<file path="src/rtl/sign_truncate_pkg.sv">
// Shared types and constants for the store-path narrowing unit.
// Latency: n/a (types, constants and a combinational helper only).
// Backpressure: n/a.
package sign_truncate_pkg;

    // Store width as encoded on req_size.
    typedef enum logic [1:0] {
        SZ_BYTE = 2'b00,
        SZ_HALF = 2'b01,
        SZ_WORD = 2'b10,
        SZ_ILL  = 2'b11
    } size_e;

    // Sequencer states: sub-word stores walk RD -> MRG -> WR.
    typedef enum logic [2:0] {
        IDLE = 3'd0,
        RD   = 3'd1,
        MRG  = 3'd2,
        WR   = 3'd3,
        ERR  = 3'd4
    } state_e;

    localparam int BYTE_W = 8;
    localparam int HALF_W = 16;
    localparam int WORD_W = 32;

    // True when the request cannot be performed: illegal size or a
    // half/word that does not sit on its natural boundary.
    function automatic logic req_is_bad(input size_e sz, input logic [1:0] lo);
        logic bad;
        bad = 1'b0;
        case (sz)
            SZ_BYTE: bad = 1'b0;
            SZ_HALF: bad = lo[0];
            SZ_WORD: bad = (lo != 2'b00);
            default: bad = 1'b1;
        endcase
        return bad;
    endfunction

endpackage

</file>
<file path="src/rtl/sign_truncate_store_byte_lane_merge.sv">
// Replaces the addressed byte/half lane of an old memory word with store data.
// Latency: combinational, zero cycles.
// Backpressure: none; pure function of its inputs.
module byte_lane_merge
    import sign_truncate_pkg::*;
(
    input  logic [WORD_W-1:0] old_word,
    input  logic [WORD_W-1:0] data,
    input  size_e             size,
    input  logic [1:0]        addr_lo,
    output logic [WORD_W-1:0] merged
);

    // Little-endian lane select: byte lane addr_lo*8, half lane addr_lo[1]*16.
    always_comb begin
        merged = old_word;
        case (size)
            SZ_BYTE: begin
                case (addr_lo)
                    2'd0:    merged[7:0]   = data[BYTE_W-1:0];
                    2'd1:    merged[15:8]  = data[BYTE_W-1:0];
                    2'd2:    merged[23:16] = data[BYTE_W-1:0];
                    default: merged[31:24] = data[BYTE_W-1:0];
                endcase
            end
            SZ_HALF: begin
                if (addr_lo[1]) begin
                    merged[31:16] = data[HALF_W-1:0];
                end else begin
                    merged[15:0]  = data[HALF_W-1:0];
                end
            end
            default: merged = data;
        endcase
    end

endmodule

</file>
<file path="src/rtl/sign_truncate_store.sv">
// Store narrowing unit: writes byte/half/word of a register into word memory, RMW for sub-words.
// Latency: word store done in cycle 1, byte/half in cycle 3, error in cycle 1 after accept.
// Backpressure: req_ready low from accept until back in IDLE; optional ovf check via SIGN_TRUNC_OVF_CHECK_EN.
module sign_truncate_store
    import sign_truncate_pkg::*;
#(
    parameter int ADDR_W = 32,
    parameter int DATA_W = 32
) (
    input  logic              clk,
    input  logic              rst_n,
    input  logic              req_valid,
    output logic              req_ready,
    input  logic [ADDR_W-1:0] req_addr,
    input  logic [DATA_W-1:0] req_data,
    input  logic [1:0]        req_size,
    output logic              mem_rd_en,
    output logic              mem_wr_en,
    output logic [ADDR_W-3:0] mem_addr,
    input  logic [DATA_W-1:0] mem_rdata,
    output logic [DATA_W-1:0] mem_wdata,
    output logic              done,
    output logic              err,
    output logic              ovf
);

    state_e              state_q, state_d;
    logic [ADDR_W-1:0]   addr_q,  addr_d;
    logic [DATA_W-1:0]   data_q,  data_d;
    size_e               size_q,  size_d;
    logic                ovf_q,   ovf_d;
    logic [DATA_W-1:0]   wdata_q, wdata_d;

    size_e               req_sz;
    logic                accept;
    logic                ovf_chk;
    logic [DATA_W-1:0]   merged;

    assign req_sz = size_e'(req_size);
    assign accept = req_valid && req_ready;

`ifdef SIGN_TRUNC_OVF_CHECK_EN
    // Flag values that the load-side sign extender would not reproduce.
    always_comb begin
        ovf_chk = 1'b0;
        case (req_sz)
            SZ_BYTE: ovf_chk = (req_data !=
                {{(DATA_W-BYTE_W){req_data[BYTE_W-1]}}, req_data[BYTE_W-1:0]});
            SZ_HALF: ovf_chk = (req_data !=
                {{(DATA_W-HALF_W){req_data[HALF_W-1]}}, req_data[HALF_W-1:0]});
            default: ovf_chk = 1'b0;
        endcase
    end
`else
    assign ovf_chk = 1'b0;
`endif

    byte_lane_merge u_merge (
        .old_word (mem_rdata),
        .data     (data_q),
        .size     (size_q),
        .addr_lo  (addr_q[1:0]),
        .merged   (merged)
    );

    // Next-state and request capture; the merge result is only taken in MRG.
    always_comb begin
        state_d = state_q;
        addr_d  = addr_q;
        data_d  = data_q;
        size_d  = size_q;
        ovf_d   = ovf_q;
        wdata_d = wdata_q;
        case (state_q)
            IDLE: begin
                if (accept) begin
                    addr_d = req_addr;
                    data_d = req_data;
                    size_d = req_sz;
                    if (req_is_bad(req_sz, req_addr[1:0])) begin
                        state_d = ERR;
                        ovf_d   = 1'b0;
                    end else if (req_sz == SZ_WORD) begin
                        state_d = WR;
                        wdata_d = req_data;
                        ovf_d   = 1'b0;
                    end else begin
                        state_d = RD;
                        ovf_d   = ovf_chk;
                    end
                end
            end
            RD:      state_d = MRG;
            MRG: begin
                wdata_d = merged;
                state_d = WR;
            end
            WR:      state_d = IDLE;
            ERR:     state_d = IDLE;
            default: state_d = IDLE;
        endcase
    end

    // State and request registers; reset aborts any operation in flight.
    always_ff @(posedge clk) begin
        if (!rst_n) begin
            state_q <= IDLE;
            addr_q  <= '0;
            data_q  <= '0;
            size_q  <= SZ_BYTE;
            ovf_q   <= 1'b0;
            wdata_q <= '0;
        end else begin
            state_q <= state_d;
            addr_q  <= addr_d;
            data_q  <= data_d;
            size_q  <= size_d;
            ovf_q   <= ovf_d;
            wdata_q <= wdata_d;
        end
    end

    // Strobes and status decode directly from the registered state.
    assign req_ready = (state_q == IDLE);
    assign mem_rd_en = (state_q == RD);
    assign mem_wr_en = (state_q == WR);
    assign done      = (state_q == WR) || (state_q == ERR);
    assign err       = (state_q == ERR);
    assign ovf       = (state_q == WR) && ovf_q;
    assign mem_addr  = addr_q[ADDR_W-1:2];
    assign mem_wdata = wdata_q;

endmodule
</file>
<file path="config.mk">
export PLATFORM = sky130hd
export DESIGN_NAME = sign_truncate_store
export DESIGN_NICKNAME = d
export VERILOG_FILES = /design/src/rtl/sign_truncate_pkg.sv /design/src/rtl/sign_truncate_store_byte_lane_merge.sv /design/src/rtl/sign_truncate_store.sv
export SDC_FILE = /design/constraint.sdc
export NUM_CORES = 1
export LEC_CHECK = 0
export ABC_AREA = 1
export ABC_CLOCK_PERIOD_IN_PS = 1700
export CAP_MARGIN = 20
export CELL_PAD_IN_SITES_DETAIL_PLACEMENT = 0
export CELL_PAD_IN_SITES_GLOBAL_PLACEMENT = 1
export CORE_MARGIN = 1.5
export CORE_UTILIZATION = 32
export CTS_CLUSTER_SIZE = 16
export DETAILED_ROUTE_END_ITERATION = 16
export PLACE_DENSITY = 0.92
export SLEW_MARGIN = 20
export SYNTH_ARGS = -nofsm -noshare
export SYNTH_HDL_FRONTEND = slang
export SYNTH_SLANG_ARGS = --single-unit
</file>
<file path="constraint.sdc">
create_clock -name clk -period 1.7 [get_ports clk]
set_input_delay 0.34 -clock clk [delete_from_list [all_inputs] [get_ports clk]]
set_output_delay 0.34 -clock clk [all_outputs]
set_load 0.02 [all_outputs]
</file>
# ---- Yosys cells after proc, flatten, opt, wreduce, memory -nomap -nowiden
# Cells that the tools add are included.
dict set report totals {
  ramBits 0
  mem_count 0
  regBits 101
  input_bits 101
  latchBits 0
  rom_bits 0
}
dict set report op_classes {
  bitwise 0
  n_reduce_logical 11
  n_div 0
  n_addsub 0
  n_mux 18
  eq_ne 12
  n_mul 0
  order_cmp 0
  shifts 0
}
# cell count
set op_table {}
lappend op_table {{$pmux 32 s2} 2}
lappend op_table {{$mux 32} 3}
lappend op_table {{$mux 16} 2}
lappend op_table {{$mux 8} 4}
lappend op_table {{$pmux 3 s3} 1}
lappend op_table {{$eq 2x1->1 const B} 3}
lappend op_table {{$eq 3x2->1 const B} 2}
lappend op_table {{$logic_not 2->1} 3}
lappend op_table {{$mux 3} 2}
lappend op_table {{$eq 2x2->1 const B} 2}
lappend op_table {{$ne 2x1->1 const B} 2}
lappend op_table {{$reduce_and 4->1} 1}
lappend op_table {{$reduce_bool 2->1} 2}
lappend op_table {{$eq 3x1->1 const B} 1}
lappend op_table {{$eq 3x3->1 const B} 1}
lappend op_table {{$logic_not 3->1} 1}
lappend op_table {{$pmux 1 s3} 1}
lappend op_table {{$reduce_or 3->1} 1}
lappend op_table {{$mux 1} 2}
lappend op_table {{$mux 2} 1}
lappend op_table {{$ne 2x2->1 const B} 1}
lappend op_table {{$reduce_and 2->1} 1}
lappend op_table {{$logic_and 1x1->1} 1}
lappend op_table {{$logic_or 1x1->1} 1}

# ---- Logic depth before layout (Yosys ltp)
# Gate-level depths: netlist of run 1.
dict set report depth {
  ltp_word 7
  depth_mapped 10
  depth_no_buf 9
}

# ---- By module
# From an unflattened synthesis of run 1, not the netlist that was laid out.
dict set report unflattened {
  hier_cells 1011
  area_unflattened_um2 6019.5
}
# mod n_inst seq_area_each_um2 cells_per_inst area_each_um2
set by_module_without_submodules {}
lappend by_module_without_submodules {sign_truncate_store 1 2021.9 673 4566.9}
lappend by_module_without_submodules {byte_lane_merge 1 0.0 338 1452.6}

# ---- Least setup slack after synthesis of run 1
# Ideal clock, no wire load.
dict set report synth_path {
  path_kind {register -> register}
  start {reg state_q[1]}
  end {reg data_q[11]}
  path_buffers 2
  arrival_ps 1183
  setup_ps 119
  stages_incl_launch_ff 8
  slack_ps 398
  synth_period_minus_slack_ps 1302
  path_cell_list {dfxtp_1 -> inv_2 -> nand2_4 -> inv_2 -> nand2_1 -> buf_2 -> buf_2 -> a21oi_1}
}
dict set report synth_via {
  elab_chain_cells 3
}
# element line_no
set synth_rtl {}
lappend synth_rtl {{start: declaration} sign_truncate_store.sv:27} ;# state_e state_q, state_d;
lappend synth_rtl {{start signal: assignment} sign_truncate_store.sv:114} ;# state_q <= state_d;
lappend synth_rtl {{$logic_not 3->1 (*)} sign_truncate_store.sv:124} ;# assign req_ready = (state_q == IDLE);
lappend synth_rtl {{via req_ready} sign_truncate_store.sv:13} ;# output logic req_ready,
lappend synth_rtl {{$logic_and 1x1->1} sign_truncate_store.sv:40} ;# assign accept = req_valid && req_ready;
lappend synth_rtl {{$reduce_and 2->1 (no source line) (*)} n/a}
lappend synth_rtl {{end signal: assignment} sign_truncate_store.sv:116} ;# data_q <= data_d;
lappend synth_rtl {{end: declaration} sign_truncate_store.sv:29} ;# logic [DATA_W-1:0] data_q, data_d;
# Mark *: on every way through the listed nets, which the timed path passes. The rest lies on a longest branch.
# A chain may end at the register's enable or synchronous reset.

# ---- Final worst setup path of run 1
dict set report layout_path {
  start {reg wdata_q[15] (netlist: mem_wdata[15])}
  end {out mem_wdata[15]}
}
# element line_no
set layout_rtl {}
lappend layout_rtl {{start: declaration} sign_truncate_store.sv:32} ;# logic [DATA_W-1:0] wdata_q, wdata_d;
lappend layout_rtl {{start signal: assignment} sign_truncate_store.sv:119} ;# wdata_q <= wdata_d;
lappend layout_rtl {{end: declaration} sign_truncate_store.sv:21} ;# output logic [DATA_W-1:0] mem_wdata,
# No word-level cell between the ends.

==> Implementation_results.wiki, run 1 <==
{| class="wikitable"
! Metric !! Value
|-
| Run status || finished, final reports clean
|-
| Number of cells on the worst reg-to-reg path || 8
|-
| Required time reported for the critical path endpoint || 1360 ps
|-
| Antenna violations before repair || 0
|-
| Dominant cell type by area after synthesis || sky130_fd_sc_hd__dfxtp_1
|-
| Chip height || 130 um
|-
| Dpl hpwl || 12000 um
|-
| Cell Chain, Critical Path || clkdlybuf4s50_1
|-
| Xor and xnor area share after synthesis || 0%
|-
| Maximum fanout along the worst path || 2
|-
| Clock transition time at the flip-flop clock pins of the worst setup and hold paths || 70 ps
|-
| Total stage count of the critical path || 1
|-
| Starting density of the core || 32.7%
|-
| Row Count || 46
|-
| Hold EP || mem_wdata[6]
|-
| Post-DRT Antenna Nets || 0
|-
| Clock tree root buffer cell || sky130_fd_sc_hd__clkbuf_16
|-
| Share of the synthesized area in the top cell type || 39.1%
|-
| Clock latency reported for the late side of the worst-skew pair || approximately 350 ps
|-
| Leak pwr || 3.21 nW
|-
| Total via count in the routed design || roughly 5400
|-
| Area fraction in compound gates after synthesis || 20.0%
|-
| Main combinational cell family by area after synthesis || simple AND/OR/NAND/NOR gates
|-
| Deepest level of the CTS H-tree || 3
|-
| Number of I/O pins || 169
|-
| Area of the core region || 15800 um2
|-
| Multiplexer share of the synthesized area || 0%
|-
| Avg Inst Size Synth || 6.66 um2
|-
| Setup repair after global routing missed its margin || no
|-
| Terminus of the critical flop-to-flop path || mem_wdata[2]
|-
| Max frequency || around 600 MHz
|-
| Port bufs || 167
|-
| Net count after synthesis || between 800 and 900
|-
| TritonCTS Sinks || 101
|-
| Vias in the first global route || between 5000 and 6000
|-
| Layout net count || 1009
|-
| Critical Path Start Type || register
|-
| Adder-Cell Fraction of Synth Area || 0%
|-
| Worst min-delay path category || reg -> reg
|-
| Final hold slack || approximately 470 ps
|-
| Count of buffers added by post-CTS timing repair for setup || 0
|-
| Synth warnings || 0
|-
| Most frequent cells after synthesis || sky130_fd_sc_hd__nand2_1 (123), sky130_fd_sc_hd__nor2_1 (123), sky130_fd_sc_hd__dfxtp_1 (101), sky130_fd_sc_hd__o21ai_0 (88), sky130_fd_sc_hd__a21oi_1 (78)
|-
| Detail-routed net length per standard cell || 14.7 um
|-
| Maximum resistive drop on vdd || 0.000514 V
|-
| Gate Count Post-Synth || 776
|-
| DRC violation count after routing || 0
|-
| Number of buffers inserted during clock tree synthesis || 9
|-
| Number of optimization iterations in the first detailed-route pass || 5
|-
| Final Wtd Congestion || between 0.8 and 0.9
|-
| Hold path start || mem_wdata[6]
|-
| Routed Wire Length || 16600 um
|-
| Basic-gate share of the synthesized area counting and, or, nand and nor cells || 27.2%
|-
| Hold Violations, Final || 0
|-
| Arrival time reported for the critical path endpoint || 1340 ps
|-
| Cell variety after synth || 26
|-
| Worst path slowest cell || sky130_fd_sc_hd__clkdlybuf4s50_1
|-
| Total overflow reported by the global router || 0
|-
| Cell type group with the largest total delay on the critical path || buffers and inverters
|-
| Sequential fraction of the synthesis area || 39.1%
|-
| Async set-reset flop share out of synthesis || 0%
|-
| Wire length of the first global-routing pass || between 20000 and 30000 um
|-
| Detailed-route vias per instance || 4.77
|-
| Final number of max-transition violations || 0
|-
| Most instantiated flip-flop cell in the synthesis netlist || sky130_fd_sc_hd__dfxtp_1
|-
| DRC violation total after the first TritonRoute iteration || 493
|-
| Combined global-route utilization of all metal layers || 19.9%
|-
| Number of antenna cells inserted || 0
|-
| Die Outline Area || 16900 um2
|-
| Most area-consuming cells after synthesis || sky130_fd_sc_hd__dfxtp_1 (39%), sky130_fd_sc_hd__nand2_1 (8.9%), sky130_fd_sc_hd__nor2_1 (8.9%), sky130_fd_sc_hd__o21ai_0 (8.5%), sky130_fd_sc_hd__a21oi_1 (7.5%)
|-
| Setup violations, final || 0
|-
| Peak per-stage delay on the critical path || 620 ps
|-
| WHS Path Cells || 2
|-
| Area growth from synthesis to final layout || 40.2%
|-
| Count of flip-flops with a built-in enable after synthesis || 0
|-
| Clock tree from TritonCTS || done
|-
| Crit Path Category || reg -> out
|-
| Count of filler cells inserted in the layout || 1635
|-
| Worst R2R Start || addr_q[1]
|-
| Kind of end point of the critical path || output port
|-
| Flip-flop and latch count after synthesis || 101
|-
| Internal reg-to-reg setup slack || approximately 150 ps
|-
| Clock tree buffer depth || 2
|-
| Max-cap check violation count || 0
|-
| Share of the core filled with cells || 45.8%
|-
| Hold bufs inserted after CTS || 0
|-
| Post-synthesis instance area || 5170 um2
|-
| Layout cells sized above 1 || 8.55%
|-
| Post-route fraction of the period consumed by the critical path || 98.8%
|-
| Pin count of the biggest net entering global routing || 87
|-
| Number of buffers and inverters on the critical path || 1
|-
| Tmin final || 1680 ps
|-
| Largest clock skew in the final design || 8.22 ps
|-
| Horizontal die dimension || 130 um
|-
| PD cells || about 890 nW/um2
|}
-- registers in the layout, indices dropped and copies added, names as in the netlist --
| name | cells |
|---|---|
| state_q | 3 |
| mem_wdata | 32 |
| size_q | 2 |
| addr_q | 32 |
| data_q | 32 |
-- cells in the final DEF, fill, tap and decap left out --
master | synthesis | routed
sky130_fd_sc_hd__conb_1 | 1 | 1
sky130_fd_sc_hd__nand4_1 | 8 | 8
sky130_fd_sc_hd__clkdlybuf4s50_1 | 0 | 151
sky130_fd_sc_hd__clkinv_4 | 0 | 1
sky130_fd_sc_hd__nor2_8 | 1 | 1
sky130_fd_sc_hd__or2_2 | 7 | 7
sky130_fd_sc_hd__nand2_1 | 123 | 118
sky130_fd_sc_hd__nand2_2 | 2 | 7
sky130_fd_sc_hd__buf_2 | 21 | 3
sky130_fd_sc_hd__o22ai_1 | 1 | 1
sky130_fd_sc_hd__o21ai_1 | 18 | 18
sky130_fd_sc_hd__nor2_4 | 2 | 2
sky130_fd_sc_hd__clkinv_2 | 0 | 2
sky130_fd_sc_hd__buf_12 | 0 | 7
sky130_fd_sc_hd__nor2_1 | 123 | 122
sky130_fd_sc_hd__nand2_4 | 2 | 2
sky130_fd_sc_hd__dfxtp_1 | 101 | 101
sky130_fd_sc_hd__o21ai_0 | 88 | 88
sky130_fd_sc_hd__inv_1 | 62 | 62
sky130_fd_sc_hd__nor2_2 | 2 | 3
sky130_fd_sc_hd__nand3_1 | 54 | 54
sky130_fd_sc_hd__a21oi_1 | 78 | 78
sky130_fd_sc_hd__nor3_1 | 6 | 6
sky130_fd_sc_hd__clkbuf_1 | 21 | 2
sky130_fd_sc_hd__clkbuf_2 | 0 | 3
sky130_fd_sc_hd__a22oi_1 | 1 | 1
sky130_fd_sc_hd__buf_4 | 32 | 24
sky130_fd_sc_hd__inv_2 | 6 | 6
sky130_fd_sc_hd__clkbuf_16 | 0 | 9
sky130_fd_sc_hd__dlymetal6s2s_1 | 0 | 10
sky130_fd_sc_hd__o211ai_1 | 13 | 13
sky130_fd_sc_hd__clkinvlp_4 | 0 | 1
-- metrics by stage --
stage	cells	TNS [ps]	instance area [um2]	power, mW	setup WS, ps
2_1_floorplan	776	0	5170	3.84	398
3_3_place_gp	1113	-661	6980	4.59	-56.5
3_5_place_dp	1113	-1430	6980	4.61	-102
4_1_cts	1128	0	7230	6.54	1.31
5_1_grt	1128	0	7250	6.82	0.507
6_report	1128	0	7250	6.46	20.6
-- kinds of logic (layout without fill, tap and decap cells) --
family / Yosys count / count (layout)
AND/OR/NAND/NOR: 330 / 330
AO/OA/AOI/OAI: 199 / 199
buffers and inverters: 145 / 281
flip-flops: 101 / 101
other: 1 / 1
-- final cells by class --
cell class	instances	area (um2)	share of cell area [%]
Clock buffer	11	233	3.21
Clock inverter	4	26.3	0.362
Inverter	68	255	3.52
Multi-Input combinational cell	530	2460	33.9
Sequential cell	101	2020	27.9
Tap cell	216	270	3.73
Timing Repair Buffer	198	1990	27.4
-- metal layers --
layer	share of wire, %	wire length [um]	global-route usage, %	vias up
met5	0	0	0	-
met4	1.4	234	5.36	0
met3	7.8	1300	6.07	19
met2	47	7750	32.3	151
met1	44	7310	25.5	2448
li1	-	-	-	2760
-- how the worst max path moves through the flow --
stage                        from            end  slack, ps
finish              mem_wdata[15]  mem_wdata[15]         20
global route        mem_wdata[21]  mem_wdata[21]        0.5
CTS                    state_q[2]      mem_wr_en          1
detailed placement    req_addr[0]   mem_wdata[3]       -100
global placement      req_addr[0]   mem_wdata[0]        -60
floorplan              state_q[1]     data_q[11]        400
-- report_power, final --
group	switching (mW)	leakage, nW	internal (mW)
clock	0.927	0.125	0.985
combinational	0.987	2.26	0.809
sequential	0.159	0.832	2.60
total	2.07	3.21	4.39
-- what timing repair did --
item | in CTS | in global routing
gates resized for setup | 10 | 21
endpoints found under the setup margin | 5 | 37
hold endpoints to repair | 0 | 0
Power figures use the tool's default switching activity.
==> run 2, diff against run 1 <==
--- a/config.mk
+++ b/config.mk
@@ -12,10 +12,10 @@
 export CELL_PAD_IN_SITES_GLOBAL_PLACEMENT = 1
 export CORE_MARGIN = 1.5
 export CORE_UTILIZATION = 32
-export CTS_CLUSTER_SIZE = 16
 export DETAILED_ROUTE_END_ITERATION = 16
 export PLACE_DENSITY = 0.92
-export SLEW_MARGIN = 20
+export SKIP_CTS_REPAIR_TIMING = 1
+export SLEW_MARGIN = 10
 export SYNTH_ARGS = -nofsm -noshare
 export SYNTH_HDL_FRONTEND = slang
 export SYNTH_SLANG_ARGS = --single-unit
==> run 2 against run 1 <==
  * Sequential cell count stayed put
  * Count of clock-buffer cells in the layout unchanged
  * Sequential power is essentially flat
  * Clock skew about the same
  * Worst hold slack about the same
  * Wire length about the same
  * Global-route usage did not move
  * Via count hardly changed
  * Setup slack better by 0.51 ps
  * Clock power about the same
  * First-iteration DRC count did not move
  * Largest cell class unchanged
==> Implementation_results.wiki, run 2 (synthesis results as in run 1) <==
{| class="wikitable"
! Metric !! Value
|-
| Run status || finished, final reports clean
|-
| Chip height || 130 um
|-
| DRC violation total after the first TritonRoute iteration || a little under 500
|-
| Horizontal die dimension || 130 um
|-
| Routed Wire Length || 16600 um
|-
| Internal reg-to-reg setup slack || around 160 ps
|-
| Combined global-route utilization of all metal layers || 19.9%
|-
| Number of buffers inserted during clock tree synthesis || 9
|-
| Number of I/O pins || 169
|-
| Tmin final || 1680 ps
|-
| Clock tree buffer depth || 2
|-
| Row Count || 46
|-
| Count of filler cells inserted in the layout || 1631
|-
| Setup repair after global routing missed its margin || yes
|-
| Worst path setup slack after routing || 21.1 ps
|-
| Area of the core region || 15800 um2
|-
| Final Wtd Congestion || 0.886
|-
| Layout net count || about 1000
|-
| Post-route fraction of the period consumed by the critical path || 98.8%
|-
| Dpl hpwl || 12000 um
|-
| Clock tree root buffer cell || sky130_fd_sc_hd__clkbuf_16
|-
| Critical Path Start Type || register
|-
| Hold Violations, Final || 0
|-
| Total via count in the routed design || roughly 5400
|-
| Starting density of the core || 32.7%
|-
| Maximum resistive drop on vdd || around 0.00051 V
|-
| Placement Setup Slack || -102 ps
|-
| Worst min-delay path category || reg -> reg
|-
| Max frequency || 596 MHz
|-
| Kind of end point of the critical path || output port
|-
| Required time reported for the critical path endpoint || 1360 ps
|-
| Area growth from synthesis to final layout || 40.8%
|-
| Number of buffers and inverters on the critical path || 1
|-
| Highest routed layer || met4
|-
| Peak per-stage delay on the critical path || approximately 620 ps
|-
| Largest clock skew in the final design || slightly above 8 ps
|-
| Clock transition time at the flip-flop clock pins of the worst setup and hold paths || 70 ps
|-
| Met3 Routed Length || 1360 um
|-
| Detailed-route vias per instance || 4.77
|-
| Crit Path Category || reg -> out
|-
| Port bufs || 167
|-
| Sum of routed wire segments on met1 || 7300 um
|-
| Layout cells sized above 1 || roughly 8.1%
|-
| Area of combinational cells with multiple inputs || 2460 um2
|-
| Pin count of the biggest net entering global routing || 87
|-
| Clock latency reported for the late side of the worst-skew pair || 350 ps
|-
| Number of antenna cells inserted || 0
|-
| Die Outline Area || ~17000 um2
|-
| Met2 Routed Length || 7700 um
|-
| Final number of max-transition violations || 0
|-
| Worst path slowest cell || sky130_fd_sc_hd__clkdlybuf4s50_1
|-
| Arrival time reported for the critical path endpoint || 1340 ps
|-
| Setup violations, final || 0
|-
| Post-DRT Antenna Nets || 0
|-
| Most frequent standard cell in the layout excluding fill and tap cells || sky130_fd_sc_hd__clkdlybuf4s50_1
|-
| Vias in the first global route || 5064
|-
| Wire length of the first global-routing pass || 26100 um
|-
| Total overflow reported by the global router || 0
|-
| Area of all placed cells without fillers || 7280 um2
|-
| Cell Chain, Critical Path || clkdlybuf4s50_1
|-
| Antenna violations before repair || 0
|-
| Final hold slack || approximately 470 ps
|-
| Max-cap check violation count || 0
|-
| Leak pwr || 3.27 nW
|-
| DRC violation count after routing || 0
|-
| Detail-routed net length per standard cell || 14.7 um
|-
| TritonCTS Sinks || between 100 and 150
|-
| Number of optimization iterations in the first detailed-route pass || 5
|-
| Clock tree from TritonCTS || done
|-
| Deepest level of the CTS H-tree || 3
|-
| Most frequent cells in the layout || sky130_fd_sc_hd__clkdlybuf4s50_1 (151), sky130_fd_sc_hd__nor2_1 (122), sky130_fd_sc_hd__nand2_1 (118), sky130_fd_sc_hd__dfxtp_1 (101), sky130_fd_sc_hd__o21ai_0 (88)
|-
| PD cells || 889 nW/um2
|-
| Placed cell area || approximately 7000 um2
|-
| Cell type group with the largest total delay on the critical path || buffers and inverters
|-
| Maximum fanout along the worst path || 2
|-
| Area taken by flip-flops and latches || 2020 um2
|}
run 2: through the flow:
stage               total power, mW  cells  util, %  setup TNS (ps)
detailed placement             4.61   1113     44.1           -1430
finish                         6.47   1128     46.0               0
global placement               4.59   1113     44.1            -661
floorplan                      3.84    776        -               0
global route                   6.83   1128     46.0           -2.49
CTS                            6.55   1128     45.8           -1500
run 2: cell type report:
type                            count  share of cell area [%]
Clock inverter                      4                   0.361
Timing Repair Buffer              198                    27.7
Multi-Input combinational cell    530                    33.8
Tap cell                          216                    3.71
Clock buffer                       11                    3.20
Sequential cell                   101                    27.8
Inverter                           68                    3.51
run 2: routing by layer:
layer	vias to the layer above	global-route usage, %
met1	2439	25.5
met2	160	32.3
met4	0	5.36
li1	2761	-
met5	-	0
met3	19	6.07
run 2: path summary, 6_finish.rpt:
check,from,to,cells after the start
worst max-delay path,mem_wdata[15],mem_wdata[15],1
worst min register to register,mem_wdata[6],mem_wdata[6],2
worst min-delay path,mem_wdata[6],mem_wdata[6],2
worst max register to register,addr_q[1],mem_wdata[2],8
run 2: power breakdown:
part	leakage, nW	internal, mW	switching, mW
clock network	0.125	0.985	0.927
logic	2.31	0.815	0.989
registers	0.832	2.60	0.159
